--- config.mk ---
export PLATFORM = sky130hd
export DESIGN_NAME = alu_share_arbiter
export DESIGN_NICKNAME = d
export VERILOG_FILES = /design/src/rtl/alu_share_arbiter.sv
export SDC_FILE = /design/constraint.sdc
export NUM_CORES = 1
export LEC_CHECK = 0
export BUFFER_PORTS_ARGS = -buffer_cell sky130_fd_sc_hd__buf_2
export CAP_MARGIN = 20
export CORE_AREA = 2 2 281 283
export CTS_BUF_LIST = sky130_fd_sc_hd__clkbuf_8 sky130_fd_sc_hd__clkbuf_16
export CTS_CLUSTER_DIAMETER = 40
export DETAILED_ROUTE_END_ITERATION = 8
export DIE_AREA = 0 0 283 285
export GPL_TIMING_DRIVEN = 0
export PLACE_DENSITY = 0.34
export SYNTH_ARGS = -nofsm -noshare
export SYNTH_HDL_FRONTEND = slang
export SYNTH_SLANG_ARGS = --single-unit
--- constraint.sdc ---
create_clock -name clk_i -period 2.9 [get_ports clk_i]
set_input_delay 0.58 -clock clk_i [delete_from_list [all_inputs] [get_ports clk_i]]
set_output_delay 0.58 -clock clk_i [all_outputs]
set_load 0.03 [all_outputs]
--- src/rtl/alu_share_arbiter.sv ---
// Shares one combinational ALU among num_req_p requesters: round-robin grant into
// an operand stage, then a response stage returned under valid/yumi back-pressure.
module alu_share_arbiter #(
    parameter  int num_req_p   = 4,
    localparam int id_width_lp = (num_req_p > 1) ? $clog2(num_req_p) : 1
) (
    input  logic                      clk_i,
    input  logic                      reset_i,

    input  logic [num_req_p-1:0]      req_v_i,
    input  logic [num_req_p*32-1:0]   req_rs1_i,
    input  logic [num_req_p*32-1:0]   req_rs2_i,
    input  logic [num_req_p*32-1:0]   req_pc_plus4_i,
    input  logic [num_req_p*32-1:0]   req_op_i,
    output logic [num_req_p-1:0]      req_yumi_o,

    output logic [31:0]               alu_rs1_o,
    output logic [31:0]               alu_rs2_o,
    output logic [31:0]               alu_pc_plus4_o,
    output logic [31:0]               alu_op_o,
    input  logic [31:0]               alu_result_i,
    input  logic                      alu_jump_now_i,

    output logic                      resp_v_o,
    output logic [id_width_lp-1:0]    resp_id_o,
    output logic [31:0]               resp_result_o,
    output logic                      resp_jump_now_o,
    input  logic                      resp_yumi_i
);

    logic [31:0] rs1_arr [num_req_p];
    logic [31:0] rs2_arr [num_req_p];
    logic [31:0] pc4_arr [num_req_p];
    logic [31:0] op_arr  [num_req_p];

    for (genvar k = 0; k < num_req_p; k++) begin : g_unpack
        assign rs1_arr[k] = req_rs1_i[32*k +: 32];
        assign rs2_arr[k] = req_rs2_i[32*k +: 32];
        assign pc4_arr[k] = req_pc_plus4_i[32*k +: 32];
        assign op_arr[k]  = req_op_i[32*k +: 32];
    end

    logic                   v1_q, v1_d;
    logic [id_width_lp-1:0] id1_q, id1_d;
    logic [31:0]            rs1_q, rs1_d;
    logic [31:0]            rs2_q, rs2_d;
    logic [31:0]            pc4_q, pc4_d;
    logic [31:0]            op_q, op_d;
    logic                   v2_q, v2_d;
    logic [id_width_lp-1:0] id2_q, id2_d;
    logic [31:0]            result_q, result_d;
    logic                   jump_q, jump_d;
    logic [id_width_lp-1:0] last_q, last_d;

    logic                   s2_ready;
    logic                   s1_adv;
    logic                   s1_ready;
    logic                   grant_v;
    logic [id_width_lp-1:0] grant_id;
    logic [id_width_lp-1:0] cand;

    assign s2_ready = ~v2_q | resp_yumi_i;
    assign s1_adv   = v1_q & s2_ready;
    assign s1_ready = ~v1_q | s1_adv;

    // Search starts just past the last winner; nothing is accepted while in reset.
    always_comb begin
        grant_v    = 1'b0;
        grant_id   = '0;
        cand       = '0;
        req_yumi_o = '0;
        for (int i = 1; i <= num_req_p; i++) begin
            cand = id_width_lp'((int'(last_q) + i) % num_req_p);
            if (!grant_v && req_v_i[cand]) begin
                grant_v  = 1'b1;
                grant_id = cand;
            end
        end
        if (reset_i || !s1_ready) begin
            grant_v = 1'b0;
        end
        if (grant_v) begin
            req_yumi_o[grant_id] = 1'b1;
        end
    end

    always_comb begin
        v1_d     = v1_q;
        id1_d    = id1_q;
        rs1_d    = rs1_q;
        rs2_d    = rs2_q;
        pc4_d    = pc4_q;
        op_d     = op_q;
        v2_d     = v2_q;
        id2_d    = id2_q;
        result_d = result_q;
        jump_d   = jump_q;
        last_d   = last_q;

        if (s1_adv) begin
            v1_d = 1'b0;
        end
        if (grant_v) begin
            v1_d   = 1'b1;
            id1_d  = grant_id;
            rs1_d  = rs1_arr[grant_id];
            rs2_d  = rs2_arr[grant_id];
            pc4_d  = pc4_arr[grant_id];
            op_d   = op_arr[grant_id];
            last_d = grant_id;
        end

        if (s1_adv) begin
            v2_d     = 1'b1;
            id2_d    = id1_q;
            result_d = alu_result_i;
            jump_d   = alu_jump_now_i;
        end else if (resp_yumi_i) begin
            v2_d = 1'b0;
        end
    end

    // Pointer resets to the top index so requester 0 is first in line.
    always_ff @(posedge clk_i) begin
        if (reset_i) begin
            v1_q     <= 1'b0;
            id1_q    <= '0;
            rs1_q    <= '0;
            rs2_q    <= '0;
            pc4_q    <= '0;
            op_q     <= '0;
            v2_q     <= 1'b0;
            id2_q    <= '0;
            result_q <= '0;
            jump_q   <= 1'b0;
            last_q   <= id_width_lp'(num_req_p - 1);
        end else begin
            v1_q     <= v1_d;
            id1_q    <= id1_d;
            rs1_q    <= rs1_d;
            rs2_q    <= rs2_d;
            pc4_q    <= pc4_d;
            op_q     <= op_d;
            v2_q     <= v2_d;
            id2_q    <= id2_d;
            result_q <= result_d;
            jump_q   <= jump_d;
            last_q   <= last_d;
        end
    end

    always_ff @(posedge clk_i) begin
        if (!reset_i) begin
            assert (v2_q || !resp_yumi_i);
            assert ($onehot0(req_yumi_o));
        end
    end

    assign alu_rs1_o       = rs1_q;
    assign alu_rs2_o       = rs2_q;
    assign alu_pc_plus4_o  = pc4_q;
    assign alu_op_o        = op_q;

    assign resp_v_o        = v2_q;
    assign resp_id_o       = id2_q;
    assign resp_result_o   = result_q;
    assign resp_jump_now_o = jump_q;

endmodule

==> key figures, run 1 <==
Timing
  – Count of pins over their slew limit: 0
  – Final min period: 2.80 ns
  – Final hold violation count: 0
  – Relative slew slack: 30.6%
  – Max Freq: 357 MHz
  – Period Utilization, post-route: 96.7%
  – Clock skew: 0.0161 ns
  – Setup violations, final: 0
  – Worst-margin pin slew: 1.04 ns

Logic synthesis
  – Synth warn: 0
  – Post-Syn Nets: 1570
  – Share of the synthesized area in the top cell type: 34.3%
  – Cells after synthesis: 1018
  – Ys async rst share: 0%
  – #FFs+latches synth: 169
  – Synth top area cells: dfxtp_1 34%, mux2i_1 26%, mux2_2 11%, nand3b_1 7.4%, o21ai_0 5.0%
  – Area leader, netlist: dfxtp_1
  – Ys flop type: dfxtp_1
  – Synth Area per Inst: 9.68 sq um
  – Synth cell count leaders: 256 x mux2i_1, 169 x dfxtp_1, 106 x nand2_1
  – Unique masters post-synth: 28
  – Top-count cell post-synth: mux2i_1
  – Sequential share of the synthesized area: 34.3%
  – EDFF count, synth: 0
  – Syn Std Cell Area: 9860 sq um

Layout
  – Layout cells sized above 1: 51.7%
  – Fin cells: 2830
  – Final design utilization: 19.9%
  – Syn-to-layout area delta: 57.5%
  – Fin nets: 2312

Power
  – Net Sw Frac: 39.9%
  – Comb power frac: 39.2%
  – Power, Total: 8490 uW
  – Seq pwr share: 32.6%
  – Pwr/cell area: 547 nW/um^2
  – Internal: 5100 uW
  – Net switching power figure: 3390 uW
  – Peak supply drop: 299 uV
  – Clock power share: 28.1%
  – Leakage power: 0.00724 uW

Floorplanning
  – Die width: 283 um
  – Die H: 285 um
  – DIE AREA: 80700 sq um
  – Area of the core: 78000 sq um
  – Boundary Pins: 720
  – Num rows: 103
  – Initial Utilization: 12.6%

Routing
  – Residual DRC: 0
  – 1st-pass router iterations: 4
  – Routed Antenna Nets: 0
  – Vias: 10700
  – Post-DR vias/cell: 3.79
  – Total wire length: 58.5 mm
  – Mean routed wirelength per cell: 20.7 um
  – 1st-iter DRT viols: 384

CTS
  – Maximum buffer depth of the clock tree: 2
  – Worst-Skew Late Latency: 0.48 ns
  – CTS tree: yes
  – Clk sink count: 169
  – Clk slew on worst S/H paths: 0.08 ns
  – H-tree depth: 4
  – Clk Tree Root Cell: clkbuf_16
  – Total CTS buffers: 17

Worst setup path
  – Reg2reg end: alu_rs2_o[4]$_SDFFE_PP0P_
  – Arrival time at the worst endpoint: 2.22 ns
  – Crit-path max FO: 4
  – R2R Setup Slk: 0.11 ns
  – Kind of critical path: flop to primary output
  – Crit start category: flop
  – Required time of the worst setup path: 2.32 ns
  – Worst Reg2Reg Path Length in Cells: 8
  – R2r startpoint: last_q[0]$_SDFFE_PP1P_
  – CP Capture Type: primary output

Min path
  – Worst hold endpoint: resp_result_o[3]$_SDFFE_PP0P_
  – Worst hold path stage count: 3
  – HP Class: primary input to flop
  – Hold Startpoint: alu_result_i[3]

Global routing
  – First-pass GRT wire length: 81.6 mm
  – Total track usage: 14.1%
  – Initial antenna violation count: 11
  – Total grt overflow: 0
  – Vias in the first global route: 11400
  – Largest net degree at the start of global routing: 20

Placed design
  – Routability Congestion: 0.964
  – Final HPWL DP: 48.5 mm
  – IO buf count: 719
  – Dpl cells: 2789

Job
  – Max-cap violations: 0

Status
  – Status: completed
[power by group through the flow]
| stage | clock (uW) | sequential [uW] | combinational, uW |
|---|---|---|---|
| 4_1_cts | 2510 | 2780 | 3410 |
| 5_1_grt | 2580 | 2810 | 3570 |
| 3_3_place_gp | 0 | 2820 | 3360 |
| 3_5_place_dp | 0 | 2830 | 3380 |
| 2_1_floorplan | 0 | 3370 | 1370 |
| 6_report | 2390 | 2770 | 3330 |
[cell families (layout without fill, tap and decap cells)]
| group | after synthesis | count (layout) | share of synthesized area (%) |
|---|---|---|---|
| compound gates | 175 | 175 | 11.2 |
| simple gates | 227 | 227 | 12.7 |
| buf+inv | 95 | 850 | 4.80 |
| mux | 352 | 352 | 37.0 |
| flops | 169 | 169 | 34.3 |
| other cells | 0 | 7 | 0 |
[area by class of cell]
| class | count | area, sq um |
|---|---|---|
| buffer | 92 | 500 |
| timing repair buffer | 725 | 3670 |
| sequential | 169 | 3390 |
| tap | 1050 | 1310 |
| clock inverter | 14 | 145 |
| multi-input combinational | 754 | 6050 |
| clock buffer | 18 | 439 |
| fill | 8791 | 62400 |
| inverter | 1 | 3.75 |
| antenna | 7 | 17.5 |
[how the worst max path moves through the flow]
stage | startpoint | endpoint | cells after the start
finish | last_q[0]$_SDFFE_PP1P_ | req_yumi_o[0] | 7
global route | last_q[0]$_SDFFE_PP1P_ | req_yumi_o[3] | 6
CTS | last_q[0]$_SDFFE_PP1P_ | req_yumi_o[0] | 8
detailed placement | req_v_i[0] | alu_pc_plus4_o[27]$_SDFFE_PP0P_ | 8
global placement | resp_yumi_i | req_yumi_o[2] | 9
floorplan | req_v_i[1] | req_yumi_o[0] | 7
[registers in the layout, summed over array words and instances (netlist names)]
signal           cells
resp_v_o             1
alu_rs2_o           32
v1_q                 1
resp_id_o            2
resp_result_o       32
id1_q                2
last_q               2
alu_op_o            32
alu_pc_plus4_o      32
resp_jump_now_o      1
alu_rs1_o           32
[layer usage]
| metal | vias to the layer above | share of wire (%) | GRT usage (%) |
|---|---|---|---|
| met1 | 5057 | 42 | 16.9 |
| met2 | 421 | 50 | 24.4 |
| li1 | 5207 | - | - |
| met3 | 42 | 6.8 | 4.34 |
| met4 | 8 | 1.4 | 3.35 |
| met5 | - | 0.067 | 0 |
[worst max-delay path: stages, from the launching register on]
cell and delay [ns]:
dfxtp_4 0.36, or3b_4 0.39, o221a_4 0.12, buf_8 0.12
or3_4 0.41, buf_8 0.15, nor2_4 0.07, buf_6 0.13
[cell usage in the layout (no fill, tap or decap), types with 2 or more instances in the layout]
master,netlist,routed
dfxtp_1,169,167
mux2_2,96,96
inv_6,0,3
mux2i_1,256,255
o221ai_2,15,15
nand2_1,106,105
a21oi_1,38,38
clkbuf_16,0,17
nor2_1,12,10
o221ai_1,17,17
nor2b_1,6,5
clkinv_8,0,2
buf_8,0,5
nor2_4,0,2
diode_2,0,7
buf_2,18,731
o21ai_0,99,99
buf_6,4,5
clkbuf_1,50,49
buf_1,5,5
nand3b_1,97,97
buf_4,17,20
inv_8,0,5
clkinv_4,0,2
[what timing repair did]
item                       CTS  global route
hold buffers                 0             0
gates resized for setup     23             9
pin swaps                    1             0
buffers inserted             4             0
setup endpoints to repair    4             9
[through the flow]
stage	setup slack, ns	instance area [sq um]	TNS, ns	hold WS (ns)
floorplan	0.113	9860	0	0.432
CTS	-0.0220	15500	-0.0220	0.272
detailed placement	-0.370	14800	-21.37	0.446
global placement	-1.02	14800	-46.80	0.443
finish	0.0961	15500	0	0.335
global route	-0.0128	15500	-0.0128	0.301
Note: power is estimated with default switching activity, not from simulation.
==> inputs of run 2 (changes only) <==
==> constraint.sdc (replaced) <==
create_clock -name clk_i -period 2.9 [get_ports clk_i]
set_input_delay 0.435 -clock clk_i [delete_from_list [all_inputs] [get_ports clk_i]]
set_output_delay 0.435 -clock clk_i [all_outputs]
set_load 0.03 [all_outputs]
==> key figures, run 2 (synthesized netlist as in run 1, its figures left out) <==
Min path
  – Worst hold path stage count: 3 (unchanged)
  – HP Class: primary input to flop

Timing
  – RSZ-0062 raised after global routing: true
  – Setup violations, final: 0 (unchanged)
  – Clock skew: 0.0170 ns (+0.000897 ns)
  – Period Utilization, post-route: 96.4% (-0.30 points)
  – Relative slew slack: 30.6% (+0.040 points)
  – Count of pins over their slew limit: 0 (unchanged)
  – Worst-margin pin slew: 1.04 ns (-0.000595 ns)
  – Final min period: 2.80 ns (-0.00866 ns)
  – Max Freq: 358 MHz (+0.31%)
  – Final TNS setup: 0 ns (unchanged)
  – Final hold violation count: 0 (unchanged)
  – Hold WS: 0.190 ns (-0.144 ns)

Power
  – Net switching power figure: 3390 uW (about the same)
  – Clock power share: 28.2% (about the same)
  – Internal: 5090 uW (-0.19%)
  – Pwr/cell area: 548 nW/um^2 (+0.23%)
  – Net Sw Frac: 40.0% (+0.053 points)
  – Leakage power: 0.00722 uW (-0.23%)
  – Seq pwr share: 32.7% (about the same)
  – Peak supply drop: 299 uV (+0.11%)
  – Comb power frac: 39.2% (about the same)

Floorplanning
  – DIE AREA: 80700 sq um (unchanged)
  – Initial Utilization: 12.6% (unchanged)
  – Num rows: 103 (unchanged)
  – Boundary Pins: 720 (unchanged)
  – Area of the core: 78000 sq um (unchanged)
  – Die width: 283 um (unchanged)
  – Die H: 285 um (unchanged)

Layout
  – Final design utilization: 19.8% (-0.066 points)
  – Most frequent cells in the layout: 732 x buf_2, 255 x mux2i_1, 168 x dfxtp_1
  – Syn-to-layout area delta: 57.0%
  – Layout cells sized above 1: 51.5% (-0.25 points)
  – Fin cells: 2828 (-0.071%)
  – Final Instance Area: 15500 sq um (-0.33%)
  – Fillers: 8795 (+0.046%)
  – Leading cell type in the layout, fill and taps excluded: buf_2
  – Fin nets: 2311 (-0.043%)

Placed design
  – Final HPWL DP: 48.5 mm (unchanged)
  – Placed cell area: 14800 sq um (unchanged)
  – Routability Congestion: 0.964 (unchanged)
  – IO buf count: 719 (unchanged)
  – Dpl cells: 2789 (unchanged)

Worst setup path
  – Crit-path max FO: 10 (+6)
  – CP Capture Type: primary output
  – Crit start category: flop
  – Worst Reg2Reg Path Length in Cells: 7 (-1)
  – Required time of the worst setup path: 2.47 ns (+0.15 ns)
  – Arrival time at the worst endpoint: 2.36 ns (+0.14 ns)
  – Kind of critical path: flop to primary output

Global routing
  – Met1 usage: 16.9% (about the same)
  – Total track usage: 14.1% (about the same)
  – Vias in the first global route: 11400 (-0.097%)
  – First-pass GRT wire length: 81.5 mm (about the same)
  – M3 GR Usage: 4.29% (-0.048 points)
  – Most Crowded Layer GR: met2
  – Grt met2 use: 24.4% (-0.025 points)
  – Largest net degree at the start of global routing: 19 (-5.0%)
  – Initial antenna violation count: 11 (unchanged)
  – Total grt overflow: 0 (unchanged)

CTS
  – CTS tree: yes
  – Clk slew on worst S/H paths: 0.08 ns (about the same)
  – Total CTS buffers: 17 (unchanged)
  – Clk Tree Root Cell: clkbuf_16
  – Worst-Skew Late Latency: 0.48 ns (about the same)
  – Clk sink count: 169 (unchanged)
  – H-tree depth: 4 (unchanged)
  – Maximum buffer depth of the clock tree: 2 (unchanged)

Routing
  – Residual DRC: 0 (unchanged)
  – Mean routed wirelength per cell: 20.7 um (about the same)
  – Vias: 10800 (+0.30%)
  – Routed Antenna Nets: 0 (unchanged)
  – Total wire length: 58.5 mm (about the same)
  – 1st-iter DRT viols: 361 (-6.0%)
  – 1st-pass router iterations: 4 (unchanged)
  – Post-DR vias/cell: 3.81 (+0.37%)

Job
  – Max-cap violations: 0 (unchanged)

Status
  – Status: completed
## run 2: power groups by stage
stage | Sequential [uW] | Clock, uW | Combinational, uW
2_1_floorplan | 3370 | 0 | 1370
3_3_place_gp | 2820 | 0 | 3360
3_5_place_dp | 2830 | 0 | 3380
4_1_cts | 2780 | 2510 | 3400
5_1_grt | 2810 | 2580 | 3560
6_report | 2770 | 2390 | 3320
## run 2: path summary, 6_finish.rpt
check | slack, ns | end | start
max reg2reg | 0.28 | alu_op_o[15]$_SDFFE_PP0P_ | last_q[0]$_SDFFE_PP1P_
min reg2reg | 0.46 | resp_id_o[0]$_SDFFE_PP0P_ | resp_id_o[0]$_SDFFE_PP0P_
min | 0.19 | resp_result_o[9]$_SDFFE_PP0P_ | alu_result_i[9]
max | 0.10 | req_yumi_o[0] | last_q[1]$_SDFFE_PP1P_
## run 2: per-layer routing
layer  up-vias  share of wire [%]
li1       5198                  -
met1      5077                 43
met2       438                 49
met3        46                6.7
met4         8                1.5
met5         -              0.079
## run 2: cell type report
type	count	area (sq um)	area share, %
clock inverter	14	145	0.938
multi-input combinational	754	6020	38.9
clock buffer	18	439	2.84
inverter	1	3.75	0.0243
tap	1050	1310	8.49
buffer	94	507	3.28
sequential	169	3380	21.9
antenna	6	15.0	0.0970
timing repair buffer	722	3640	23.5
## run 2: metrics by stage
stage	power [uW]	setup WS, ns
2_1_floorplan	4740	0.403
3_3_place_gp	6180	-0.731
3_5_place_dp	6200	-0.225
4_1_cts	8690	0.00379
5_1_grt	8940	-0.0421
6_report	8490	0.105
## run 2: what timing repair did
item / CTS / global route
setup buffers: 1 / 0
endpoints found under the setup margin: 4 / 10
hold buffers: 0 / 0
resized for setup: 13 / 8
## run 2: worst max-delay path, cell delays in order (launching register included)
cell,delay (ns)
dfxtp_2,0.34
or3b_1,0.37
o221a_2,0.14
buf_8,0.15
or3_4,0.37
buf_6,0.14
buf_6,0.14
nor2_2,0.10
buf_6,0.14
==> inputs of run 3 (changes only) <==
- CELL_PAD_IN_SITES_DETAIL_PLACEMENT: not set -> 1
- CELL_PAD_IN_SITES_GLOBAL_PLACEMENT: not set -> 2
- CORE_AREA: 2 2 281 283 -> 2 2 280 282
- DIE_AREA: 0 0 283 285 -> 0 0 282 284
- PLACE_DENSITY: 0.34 -> 0.53
==> key figures, run 3 (synthesized netlist as in run 1, its figures left out) <==
Timing
  – Clock skew: 0.00904 ns (-0.00798 ns)
  – Final min period: 2.78 ns (-0.0163 ns)
  – Max Freq: 360 MHz (+0.59%)
  – Relative slew slack: 42.7% (+12 points)
  – Period Utilization, post-route: 95.8% (-0.56 points)
  – Final hold violation count: 0 (unchanged)
  – Worst-margin pin slew: 0.859 ns (-0.182 ns)
  – Setup ws final: 0.121 ns (+0.0163 ns)
  – Setup violations, final: 0 (unchanged)
  – RSZ-0062 raised after global routing: true
  – Count of pins over their slew limit: 0 (unchanged)

Layout
  – Fillers: 9257 (+5.3%)
  – Fin nets: 2316 (+0.22%)
  – Final design utilization: 20.1% (+0.29 points)
  – Leading cell type in the layout, fill and taps excluded: buf_2
  – Layout cells sized above 1: 51.6% (+0.11 points)
  – Syn-to-layout area delta: 57.2%
  – Final Instance Area: 15500 sq um (+0.15%)
  – Most frequent cells in the layout: 732 x buf_2, 256 x mux2i_1, 167 x dfxtp_1

Worst setup path
  – R2r startpoint: last_q[0]$_SDFFE_PP1P_
  – Crit start category: flop
  – Required time of the worst setup path: 2.47 ns (about the same)
  – Crit-path max cell delay: 0.37 ns (about the same)
  – CP Capture Type: primary output
  – Cells along the critical path: or3b_1, o221a_2, buf_8, or3_1, buf_6, buf_12, nor2_2, buf_6
  – Kind of critical path: flop to primary output
  – Arrival time at the worst endpoint: 2.34 ns (-0.02 ns)
  – Slowest-stage cell, CP: or3b_1
  – CP Launch Point: last_q[1]$_SDFFE_PP1P_
  – Crit-path max FO: 10 (unchanged)
  – Most frequent CP cell: buf_6

CTS
  – H-tree depth: 4 (unchanged)
  – CTS tree: yes
  – Worst-Skew Late Latency: 0.48 ns (about the same)
  – Clk slew on worst S/H paths: 0.08 ns (about the same)
  – Total CTS buffers: 17 (unchanged)
  – Clk sink count: 169 (unchanged)
  – Clk Tree Root Cell: clkbuf_16
  – Maximum buffer depth of the clock tree: 2 (unchanged)
  – Hold Buf Count CTS: 0 (unchanged)

Power
  – Clock power share: 28.7% (+0.5 points)
  – Net switching power figure: 3300 uW (-2.9%)
  – Seq pwr share: 32.7% (about the same)
  – Peak supply drop: 323 uV (+8.0%)
  – Net Sw Frac: 38.7% (-1.3 points)
  – Leakage power: 0.00724 uW (+0.21%)
  – Internal: 5220 uW (+2.5%)
  – Pwr/cell area: 549 nW/um^2 (+0.18%)
  – Comb power frac: 38.6% (-0.6 points)

Routing
  – Vias: 10800 (+0.34%)
  – 1st-iter DRT viols: 293 (-19%)
  – Routed Antenna Nets: 0 (unchanged)
  – 1st-pass router iterations: 4 (unchanged)
  – Total wire length: 59.3 mm (+1.4%)
  – Mean routed wirelength per cell: 21.0 um (+1.8%)
  – Residual DRC: 0 (unchanged)
  – Post-DR vias/cell: 3.83 (+0.66%)

Global routing
  – Initial antenna violation count: 11 (unchanged)
  – Total track usage: 14.3% (+0.24 points)
  – First-pass GRT wire length: 82.2 mm (+0.80%)
  – Vias in the first global route: 11900 (+4.4%)
  – Total grt overflow: 0 (unchanged)
  – Largest net degree at the start of global routing: 17 (-2)

Placed design
  – Routability Congestion: 0.803 (-17%)
  – Placement Setup Slack: -0.646 ns (-0.422 ns)
  – Final HPWL DP: 49.5 mm (+2.0%)
  – Placed cell area: 14800 sq um (-0.19%)
  – IO buf count: 719 (unchanged)

Floorplanning
  – Initial Utilization: 12.8% (+0.17 points)
  – Boundary Pins: 720 (unchanged)
  – DIE AREA: 80100 sq um (-0.70%)
  – Area of the core: 77000 sq um (-1.3%)
  – Die width: 282 um (-0.35%)
  – Num rows: 102 (-0.97%)
  – Die H: 284 um (-0.35%)

Min path
  – Hold Startpoint: alu_result_i[28]
  – HP Class: primary input to flop

Job
  – Max-cap violations: 0 (unchanged)

Status
  – Status: completed
==> run 3: path summary, 6_finish.rpt <==
| path | end | slack [ns] | cells past startpoint |
|---|---|---|---|
| setup reg to reg | alu_pc_plus4_o[21]$_SDFFE_PP0P_ | 0.36 | 9 |
| setup / recovery | req_yumi_o[0] | 0.12 | 8 |
| hold reg to reg | resp_result_o[25]$_SDFFE_PP0P_ | 0.46 | 2 |
| hold / removal | resp_result_o[28]$_SDFFE_PP0P_ | 0.19 | 3 |
==> run 3: power by group through the flow <==
stage          Sequential (uW)  Combinational, uW  Clock, uW
5_1_grt                   2820               3530       2660
3_5_place_dp              2840               3350          0
6_report                  2780               3290       2440
3_3_place_gp              2830               3320          0
4_1_cts                   2790               3390       2590
2_1_floorplan             3370               1370          0
==> run 3: layout make-up <==
| class | count | area (sq um) | share of cell area [%] |
|---|---|---|---|
| clock buffer | 17 | 425 | 2.75 |
| antenna | 3 | 7.51 | 0.0485 |
| timing repair buffer | 727 | 3670 | 23.7 |
| buffer | 94 | 517 | 3.34 |
| clock inverter | 14 | 166 | 1.07 |
| multi-input combinational | 754 | 6010 | 38.8 |
| sequential | 169 | 3390 | 21.9 |
| tap | 1040 | 1300 | 8.40 |
| inverter | 1 | 3.75 | 0.0242 |
==> run 3: per-layer routing <==
metal	vias up	wire length [um]	share of wire, %	GRT usage [%]
li1	5210	-	-	-
met1	5134	23700	40	15.6
met2	392	30600	52	26.4
met3	56	3910	6.6	4.26
met4	12	1050	1.8	3.84
met5	-	71	0.12	0
==> run 3: repair_timing <==
item                                    CTS  global route
pin swaps                                 1             1
buffers inserted                          6             1
endpoints found under the setup margin   43             4
resized for setup                        19             4
==> run 3: worst max-delay path: cells and delay by family, from the launching register on <==
kind            cells  cell delay [ns]
flops               1             0.34
compound gates      1             0.15
buf+inv             4             0.55
simple gates        3             0.82
==> run 3: metrics by stage <==
stage	std cells	power, uW	hold slack, ns	TNS [ns]
2_1_floorplan	1018	4740	0.432	0
3_3_place_gp	2777	6150	0.441	-9.41
3_5_place_dp	2778	6190	0.446	-14.46
4_1_cts	2815	8760	0.124	0
5_1_grt	2818	9010	0.145	-0.00522
6_report	2819	8510	0.188	0
